**src/rtl/elevator_pkg.sv**
```systemverilog
// Shared definitions for the elevator SCAN controller: state encodings,
// travel-direction constants and pending-call search helpers.
package elevator_pkg;

    localparam int unsigned MAX_FLOORS = 16;

    localparam logic [1:0] S_IDLE        = 2'd0;
    localparam logic [1:0] S_MOVING_UP   = 2'd1;
    localparam logic [1:0] S_MOVING_DOWN = 2'd2;
    localparam logic [1:0] S_DOOR_OPEN   = 2'd3;

    localparam logic DIR_UP   = 1'b1;
    localparam logic DIR_DOWN = 1'b0;

    // pend is the pending mask zero-extended to MAX_FLOORS bits
    function automatic logic any_call_above(input logic [MAX_FLOORS-1:0] pend,
                                            input int unsigned f);
        logic hit;
        hit = 1'b0;
        for (int unsigned i = 0; i < MAX_FLOORS; i++) begin
            if ((i > f) && pend[i]) begin
                hit = 1'b1;
            end
        end
        return hit;
    endfunction

    function automatic logic any_call_below(input logic [MAX_FLOORS-1:0] pend,
                                            input int unsigned f);
        logic hit;
        hit = 1'b0;
        for (int unsigned i = 0; i < MAX_FLOORS; i++) begin
            if ((i < f) && pend[i]) begin
                hit = 1'b1;
            end
        end
        return hit;
    endfunction

endpackage

```
**src/rtl/elevator_tick_timer.sv**
```systemverilog
// Free-running tick counter with synchronous load; tc flags the cycle on
// which the count equals the supplied terminal value.
module elevator_tick_timer #(
    parameter int unsigned WIDTH = 6
) (
    input  logic             clk,
    input  logic             reset,
    input  logic             load,
    input  logic [WIDTH-1:0] load_val,
    input  logic [WIDTH-1:0] terminal,
    output logic             tc
);

    logic [WIDTH-1:0] count;

    always_ff @(posedge clk or negedge reset) begin
        if (!reset) begin
            count <= '0;
        end else if (load) begin
            count <= load_val;
        end else begin
            count <= count + WIDTH'(1);
        end
    end

    assign tc = (count == terminal);

endmodule

```
**src/rtl/elevator_scan_controller.sv**
```systemverilog
// Elevator controller serving queued floor calls in SCAN order, with
// per-floor travel delay and a restartable door dwell timer.
module elevator_scan_controller
    import elevator_pkg::*;
#(
    parameter int unsigned NUM_FLOORS   = 10,
    parameter int unsigned FLOOR_W      = 4,
    parameter int unsigned TRAVEL_TICKS = 16,
    parameter int unsigned DOOR_TICKS   = 32
) (
    input  logic                  clk,
    input  logic                  reset,
    input  logic                  req_valid,
    input  logic [FLOOR_W-1:0]    req_floor,
    output logic                  req_ready,
    output logic                  req_err,
    output logic [FLOOR_W-1:0]    current_floor,
    output logic [NUM_FLOORS-1:0] pending,
    output logic                  moving_up,
    output logic                  moving_down,
    output logic                  door_open
);

    localparam int unsigned TICK_MAX = (TRAVEL_TICKS > DOOR_TICKS) ? TRAVEL_TICKS : DOOR_TICKS;
    localparam int unsigned TIMER_W  = $clog2(TICK_MAX) + 1;

    logic [1:0]            state;
    logic [1:0]            state_next;
    logic                  dir;
    logic                  dir_next;
    logic [FLOOR_W-1:0]    floor_next;
    logic [FLOOR_W-1:0]    floor_up;
    logic [FLOOR_W-1:0]    floor_down;
    logic [NUM_FLOORS-1:0] set_mask;
    logic [NUM_FLOORS-1:0] clr_mask;
    logic [MAX_FLOORS-1:0] pend_ext;
    logic                  req_take;
    logic                  req_bad;
    logic                  door_restart;
    logic                  timer_load;
    logic                  timer_tc;
    logic [TIMER_W-1:0]    timer_terminal;

    function automatic logic pend_at(input logic [NUM_FLOORS-1:0] p,
                                     input logic [FLOOR_W-1:0] f);
        logic hit;
        hit = 1'b0;
        for (int unsigned i = 0; i < NUM_FLOORS; i++) begin
            if (f == FLOOR_W'(i)) begin
                hit = p[i];
            end
        end
        return hit;
    endfunction

    function automatic logic [NUM_FLOORS-1:0] floor_mask(input logic [FLOOR_W-1:0] f);
        logic [NUM_FLOORS-1:0] m;
        m = '0;
        for (int unsigned i = 0; i < NUM_FLOORS; i++) begin
            if (f == FLOOR_W'(i)) begin
                m[i] = 1'b1;
            end
        end
        return m;
    endfunction

    assign req_ready = reset;
    assign req_take  = req_valid & req_ready;
    assign req_bad   = req_take & (32'(req_floor) >= NUM_FLOORS);

    // A call for the floor the door is already open at only extends the dwell
    assign door_restart = req_take & ~req_bad & (state == S_DOOR_OPEN) &
                          (req_floor == current_floor);

    always_comb begin
        set_mask = '0;
        for (int unsigned i = 0; i < NUM_FLOORS; i++) begin
            set_mask[i] = req_take & ~req_bad & ~door_restart & (req_floor == FLOOR_W'(i));
        end
    end

    assign pend_ext   = MAX_FLOORS'(pending);
    assign floor_up   = (32'(current_floor) >= NUM_FLOORS - 1) ? current_floor
                                                               : current_floor + FLOOR_W'(1);
    assign floor_down = (current_floor == '0) ? current_floor : current_floor - FLOOR_W'(1);

    assign timer_terminal = (state == S_DOOR_OPEN) ? TIMER_W'(DOOR_TICKS - 1)
                                                   : TIMER_W'(TRAVEL_TICKS - 1);

    always_comb begin
        state_next = state;
        dir_next   = dir;
        floor_next = current_floor;
        clr_mask   = '0;
        timer_load = 1'b0;
        case (state)
            S_IDLE: begin
                timer_load = 1'b1;
                if (pend_at(pending, current_floor)) begin
                    state_next = S_DOOR_OPEN;
                    clr_mask   = floor_mask(current_floor);
                end else if (any_call_above(pend_ext, 32'(current_floor)) &&
                             ((dir == DIR_UP) || !any_call_below(pend_ext, 32'(current_floor)))) begin
                    state_next = S_MOVING_UP;
                    dir_next   = DIR_UP;
                end else if (any_call_below(pend_ext, 32'(current_floor))) begin
                    state_next = S_MOVING_DOWN;
                    dir_next   = DIR_DOWN;
                end
            end
            S_MOVING_UP: begin
                if (timer_tc) begin
                    floor_next = floor_up;
                    timer_load = 1'b1;
                    if (pend_at(pending, floor_up)) begin
                        state_next = S_DOOR_OPEN;
                        clr_mask   = floor_mask(floor_up);
                    end else if (!any_call_above(pend_ext, 32'(floor_up))) begin
                        state_next = S_IDLE;
                    end
                end
            end
            S_MOVING_DOWN: begin
                if (timer_tc) begin
                    floor_next = floor_down;
                    timer_load = 1'b1;
                    if (pend_at(pending, floor_down)) begin
                        state_next = S_DOOR_OPEN;
                        clr_mask   = floor_mask(floor_down);
                    end else if (!any_call_below(pend_ext, 32'(floor_down))) begin
                        state_next = S_IDLE;
                    end
                end
            end
            default: begin
                if (door_restart) begin
                    timer_load = 1'b1;
                end else if (timer_tc) begin
                    state_next = S_IDLE;
                    timer_load = 1'b1;
                end
            end
        endcase
    end

    elevator_tick_timer #(
        .WIDTH (TIMER_W)
    ) u_timer (
        .clk      (clk),
        .reset    (reset),
        .load     (timer_load),
        .load_val ('0),
        .terminal (timer_terminal),
        .tc       (timer_tc)
    );

    always_ff @(posedge clk or negedge reset) begin
        if (!reset) begin
            state         <= S_IDLE;
            dir           <= DIR_UP;
            current_floor <= '0;
            pending       <= '0;
            req_err       <= 1'b0;
        end else begin
            state         <= state_next;
            dir           <= dir_next;
            current_floor <= floor_next;
            // set after clear: a new call beats a same-cycle service clear
            pending       <= (pending & ~clr_mask) | set_mask;
            req_err       <= req_bad;
        end
    end

    assign moving_up   = (state == S_MOVING_UP);
    assign moving_down = (state == S_MOVING_DOWN);
    assign door_open   = (state == S_DOOR_OPEN);

endmodule

```
**config.mk**
```make
export PLATFORM = sky130hd
export DESIGN_NAME = elevator_scan_controller
export DESIGN_NICKNAME = d
export VERILOG_FILES = /design/src/rtl/elevator_pkg.sv /design/src/rtl/elevator_tick_timer.sv /design/src/rtl/elevator_scan_controller.sv
export SDC_FILE = /design/constraint.sdc
export NUM_CORES = 1
export LEC_CHECK = 0
export ABC_AREA = 1
export CORE_ASPECT_RATIO = 1.25
export CORE_MARGIN = 2
export CORE_UTILIZATION = 40
export DETAILED_ROUTE_END_ITERATION = 8
export PLACE_DENSITY = 0.56
export SYNTH_ARGS = -nofsm -noshare
export SYNTH_HDL_FRONTEND = slang
export SYNTH_HIERARCHICAL = 1
export SYNTH_SLANG_ARGS = --single-unit
```
**constraint.sdc**
```tcl
create_clock -name clk -period 2.6 [get_ports clk]
set_input_delay 0.52 -clock clk [delete_from_list [all_inputs] [get_ports clk]]
set_output_delay 0.52 -clock clk [all_outputs]
set_load 0.1 [all_outputs]
```
# == Word level (Yosys, flattened, before mapping) ==
# Cells that the tools add are included.
# word_totals
register_bits,24
input_bits,7
out_inout_bits,19
wordCells,317
# classes
add_sub_neg,3
magnitude_cmp,40
eq_ne,47
muxes,146
n_bitwise,22
n_reduce_logical,53
# op_table
operator,n
$mux W1,120
$eq A4 B3 Y1 const B,16
$mux W10,5
$logic_and A1 B1 Y1,39
$eq A4 B2 Y1 const B,8
$eq A4 B4 Y1 const B,8
$gt A3 B4 Y1 const A,8
$lt A3 B4 Y1 const A,8
$pmux W10 S3,1
$mux W2,11
$and A1 B1 Y1,16
$eq A4 B1 Y1 const B,4
$gt A2 B4 Y1 const A,4
$gt A4 B4 Y1 const A,4
$logic_not A4 Y1,4
$lt A1 B4 Y1 const A,4
$lt A2 B4 Y1 const A,4
$lt A4 B4 Y1 const A,4
$mux W4,4
$and A10 B10 Y10,1
$not A10 Y10,1
$or A10 B10 Y10,1
$ge A4 B4 Y1 const B,2
$gt A1 B4 Y1 const A,2
other kinds (24),32

# == Depth between registers and ports, before layout ==
# logic_depth
depth_word,24
ltp_mapped,24
depth_no_buf,23

# == Cells and area by module ==
# Netlist, hierarchy kept.
# modules_own_cells
mod,instances,cells_per_inst,area_per_inst_um2,seq_area_each_um2
elevator_scan_controller,1,440,2572.5,451.7
elevator_tick_timer,1,65,414.1,150.1

# == Least setup slack after synthesis ==
# Ideal clock, no wire load.
# synth_timing
kind,register to register
startpoint,register current_floor[1]
endpoint,register pending[0]
setup_time_ps,123
arrival_time_ps,3047
required_ps,2477
setup_slack_ps,-570
path_stages_with_launch,23
path_buffers,1
synth_period_minus_slack_ps,3170
path_cell_list,dfrtp_1 -> buf_2 -> inv_1 -> ha_1 -> inv_1 -> nand2_2 -> nand2_4 -> nor2_2 -> nand4_1 -> nand2_1 -> nand2_1 -> nand2_1 -> nand2_1 -> nand2_1 -> nand2_1 -> nand2_1 -> nand2_2 -> nand3_2 -> nand3_1 -> nand3_1 -> nand2_1 -> nand2_1 -> nand2_1
# synth_via
elab_chain_len,21
word_cells_on_any_way,87
classes_between,add/sub (2); order compare (1); eq/ne (28); mux (46); bitwise (7); reduce/logical (3)
# synth_lines
element,line_no,rtl
start: declaration,elevator_scan_controller.sv:17,"output logic [FLOOR_W-1:0] current_floor,"
start signal: assignment,elevator_scan_controller.sv:167,current_floor <= floor_next;
$sub A4 B1 Y4 (tied with other cells),elevator_scan_controller.sv:85,assign floor_down = (current_floor == '0) ? current_floor : current_floor - FLOOR_W'(1);
"$mux W4, on equally long branches","elevator_scan_controller.sv:85, elevator_scan_controller.sv:83",
$logic_not A4 Y1,"elevator_scan_controller.sv:49, elevator_scan_controller.sv:60",
$mux W1 (10 in a row),elevator_scan_controller.sv:49,if (f == FLOOR_W'(i)) begin
"$mux W1, on equally long branches","elevator_scan_controller.sv:124, elevator_scan_controller.sv:112",
$mux W1,elevator_scan_controller.sv:96,case (state)
"$mux W10, on equally long branches","elevator_scan_controller.sv:127, elevator_scan_controller.sv:115",
"$mux W10, on equally long branches","elevator_scan_controller.sv:124, elevator_scan_controller.sv:112",
$pmux W10 S3,elevator_scan_controller.sv:96,
$not A10 Y10,elevator_scan_controller.sv:169,pending <= (pending & ~clr_mask) | set_mask;
$and A10 B10 Y10,elevator_scan_controller.sv:169,
$or A10 B10 Y10 (*),elevator_scan_controller.sv:169,
end signal: assignment,elevator_scan_controller.sv:169,
end: declaration,elevator_scan_controller.sv:18,"output logic [NUM_FLOORS-1:0] pending,"
# Mark *: on every way between the ends. The rest lies on a longest branch, timed or not. The select of a mux whose other input is x is not followed.
# A chain may end at the register's enable or synchronous reset.

# == Final worst setup path ==
# layout_timing
startpoint,register current_floor[0]
endpoint,register pending[8]
# layout_via
elab_chain_len,21
word_cells_on_any_way,87
classes_between,add/sub (2); order compare (1); eq/ne (28); mux (46); bitwise (7); reduce/logical (3)
# layout_lines
element,line_no
$sub A4 B1 Y4 (tied with other cells),elevator_scan_controller.sv:85
"$mux W4, on equally long branches","elevator_scan_controller.sv:85, elevator_scan_controller.sv:83"
$logic_not A4 Y1,elevator_scan_controller.sv:49
$mux W1 (10 in a row),elevator_scan_controller.sv:49
"$mux W1, on equally long branches","elevator_scan_controller.sv:124, elevator_scan_controller.sv:112"
$mux W1,elevator_scan_controller.sv:96
"$mux W10, on equally long branches","elevator_scan_controller.sv:127, elevator_scan_controller.sv:115"
"$mux W10, on equally long branches","elevator_scan_controller.sv:124, elevator_scan_controller.sv:112"
$pmux W10 S3,elevator_scan_controller.sv:96
$not A10 Y10,elevator_scan_controller.sv:169
$and A10 B10 Y10,elevator_scan_controller.sv:169
$or A10 B10 Y10 (*),elevator_scan_controller.sv:169
# Marks and branches as above.

==> impl_metrics.toml <==
[outcome]
status = "complete, no violations"

[clock_network]
clkSlewWorstSetupHoldPaths_ns = 0.10
htree_levels = 1
cts_tree = "built"
cts_made_buffers = 3
cts_sinks = 24
cts-root-buf = "clkbuf_8"
clock_latency_ns = 0.28
clk_path_buf_depth = 2

[logic_synthesis]
ys_seq_area_share_pct = 20.2
synth-async-reset-ratio_pct = 100
synth.distinct_cells = 42
synth-edff-count = 0
synth_cells = 505
synth_top_area_cell = "dfrtp_1"
ys_ff_latch = 24
netlist_area_um2 = 2990
yosysTopAreaCellShare_pct = 19.3
syn_avg_cell_area_um2 = 5.91
synth_flop_cell = "dfrtp_1"
synth_area_leaders = "dfrtp_1 19%, nand2_1 18%, nand3_1 9.6%"
yosys_warnings = 6

[hold_path]
hp-class = "reg -> reg"
hp-start = "dir"
whs_endpoint = "dir"
hold_path_depth = 2

[routing]
vias = 3701
viasPerCell = 5.58
ant_nets = 0
dr.pass1.iters = 5
drt_wl_total_um = 11600
drt_iter0_markers = 284
wire_per_inst_um = 17.5
drc = 0

[setup_path]
crit_slowest_cell = "dfrtp_4"
crit_type = "reg -> reg"
cp_top_family = "simple AND/OR/NAND/NOR gates"
path_common_cell = "nand2_1"
cp-end-kind = "flip-flop"
critical_path.max_fanout = 8
slowest_delay_ns = 0.53
ff2ff_path_depth = 19
rr_endpoint = "pending[8]"
startpoint_type = "flip-flop"
arrival_ns = 2.66
r2r_start = "current_floor[0]"
rrSetupSlack_ns = 0.13
path_cells = "inv_6 > buf_4 > nand2_2 > nand2_4 > nand2_1 > nand2_2 > nand2_1 > nor2_2 > nand2_1 > nand3_1 > nand2_1 > nand2_1 > nand2_2 > nand2_2 > nand4_1 > nand3_1 > nand2_1 > nand2_1 > nand2_1"
required_ns = 2.78
crit_buf_inv = 2

[timing]
grt_setup_unrepaired = "yes"
setup_tns_ns = 0
fmax_ghz = 0.405
hold_viol = 0
slew_violations = 0
skew_ns = 0.0105
worst_pin_slew_ns = 0.559
setup_viol_count_final = 0
slew_headroom_pct = 61.7
fin_crit_ns = 2.47
period_share_pct = 95.1

[floorplanning]
fp.dieH_um = 101
ios = 26
core_area_um2 = 7310
die_w_um = 81.3
rows = 35
start_util_pct = 40.8
die_area_um2 = 8180

[final_layout]
layout_commonest_cell = "nand2_1"
drive_gt1_share_pct = 24.7
multi_input_area_um2 = 2270
fin_nets = 591
areaGrowthSynthToFinish_pct = 30.1
diodes = 0
num-fill-cells = 780
register_area_um2 = 613
final_cell_mix = "138 x nand2_1, 56 x inv_1, 53 x buf_4, 50 x nand3_1, 40 x nor2_1"

[global_route]
grt_pass1_wl_um = 18400
grt_antenna_before_repair = 0
gr-total-overflow = 0
grtUsageTotal_pct = 29.5
grt_max_degree = 27
first_global_vias = 3528

[placed_design]
port-buffer-count = 25
place_hpwl_um = 9190
place_congestion = 0.950

[flow_run]
cap_violations = 0
[kinds of logic (layout without fill, tap and decap cells)]
family	count (synthesis)	after routing	share of synthesized area, %
AOI/OAI and AO/OA	73	73	14.7
xor gates and xnor gates	2	2	0.587
adders and majority gates	12	12	5.03
buffers and inverters	85	138	11.6
DFF	24	24	20.2
other	2	15	0.251
and+or+nand+nor	307	307	47.7
[final cells by class]
class                      count  share of cell area [%]
tap                           92                    2.96
sequential                    24                    15.8
clock buffer                   3                    1.06
multi-input combinational    409                    58.4
inverter                      70                    7.08
timing repair buffer          64                    13.9
clock inverter                 1                   0.773
[synth_stat cells (all sizes together), types with 2 or more instances]
cell,n
ha,12
buf,9
a221oi,2
o22ai,5
o21ai,27
conb,2
dfrtp,23
clkbuf,6
nor2,55
nand3,60
o31ai,3
nand2,165
a21oi,23
clkinv,2
nor3,6
inv,68
nand4,20
a211oi,3
a31oi,3
[what timing repair did]
item	in CTS	in global routing
buffers inserted	0	11
hold buffers	0	0
endpoints found under the setup margin	1	11
resized for setup	2	48
pin swaps	0	15
[per-layer routing]
metal  global-route usage, %  vias up  wire (um)
li1                        -     1779          -
met1                    35.1     1714       4550
met2                    50.1      161       5910
met3                    3.32       47        547
met4                    17.5        0        620
met5                       0        -          0
[sequential cells by signal, indices dropped and copies added, names as in the netlist]
| register | flops |
|---|---|
| u_timer/count | 6 |
| state | 2 |
| pending | 10 |
| current_floor | 4 |
| req_err | 1 |
| dir | 1 |
[worst register-to-register path, cell delays in order (launching register included)]
cell and delay (ns):
dfrtp_4 0.53, inv_6 0.10, buf_4 0.19, nand2_2 0.10, nand2_4 0.14, nand2_1 0.10
nand2_2 0.13, nand2_1 0.11, nor2_2 0.14, nand2_1 0.06, nand3_1 0.09, nand2_1 0.05
nand2_1 0.06, nand2_2 0.07, nand2_2 0.09, nand4_1 0.08, nand3_1 0.10, nand2_1 0.07
nand2_1 0.09, nand2_1 0.06
[worst max path at each step]
stage,startpoint,endpoint,slack (ns),depth (start not counted)
2_1_floorplan,current_floor[1],pending[0],-0.03,22
3_3_place_gp,current_floor[1],pending[8],-0.004,18
3_5_place_dp,current_floor[1],pending[8],0.009,20
4_1_cts,current_floor[1],pending[8],0.01,20
5_1_grt,current_floor[0],pending[8],-0.03,19
6_report,current_floor[0],pending[8],0.13,19
[per-stage QoR]
stage          hold slack, ns  util, %  setup WS, ns  area (um^2)  instances
2_1_floorplan           0.224        -       -0.0260         3070        518
3_3_place_gp            0.475     48.5      -0.00397         3540        648
3_5_place_dp            0.482     48.5       0.00909         3540        648
4_1_cts                 0.496     49.5        0.0148         3620        652
5_1_grt                 0.518     53.1       -0.0254         3890        663
6_report                0.490     53.1         0.128         3890        663
Power is left out: the tool's default activity adds up to more than one toggle a clock period on the data nets, which glitch-free logic cannot reach.
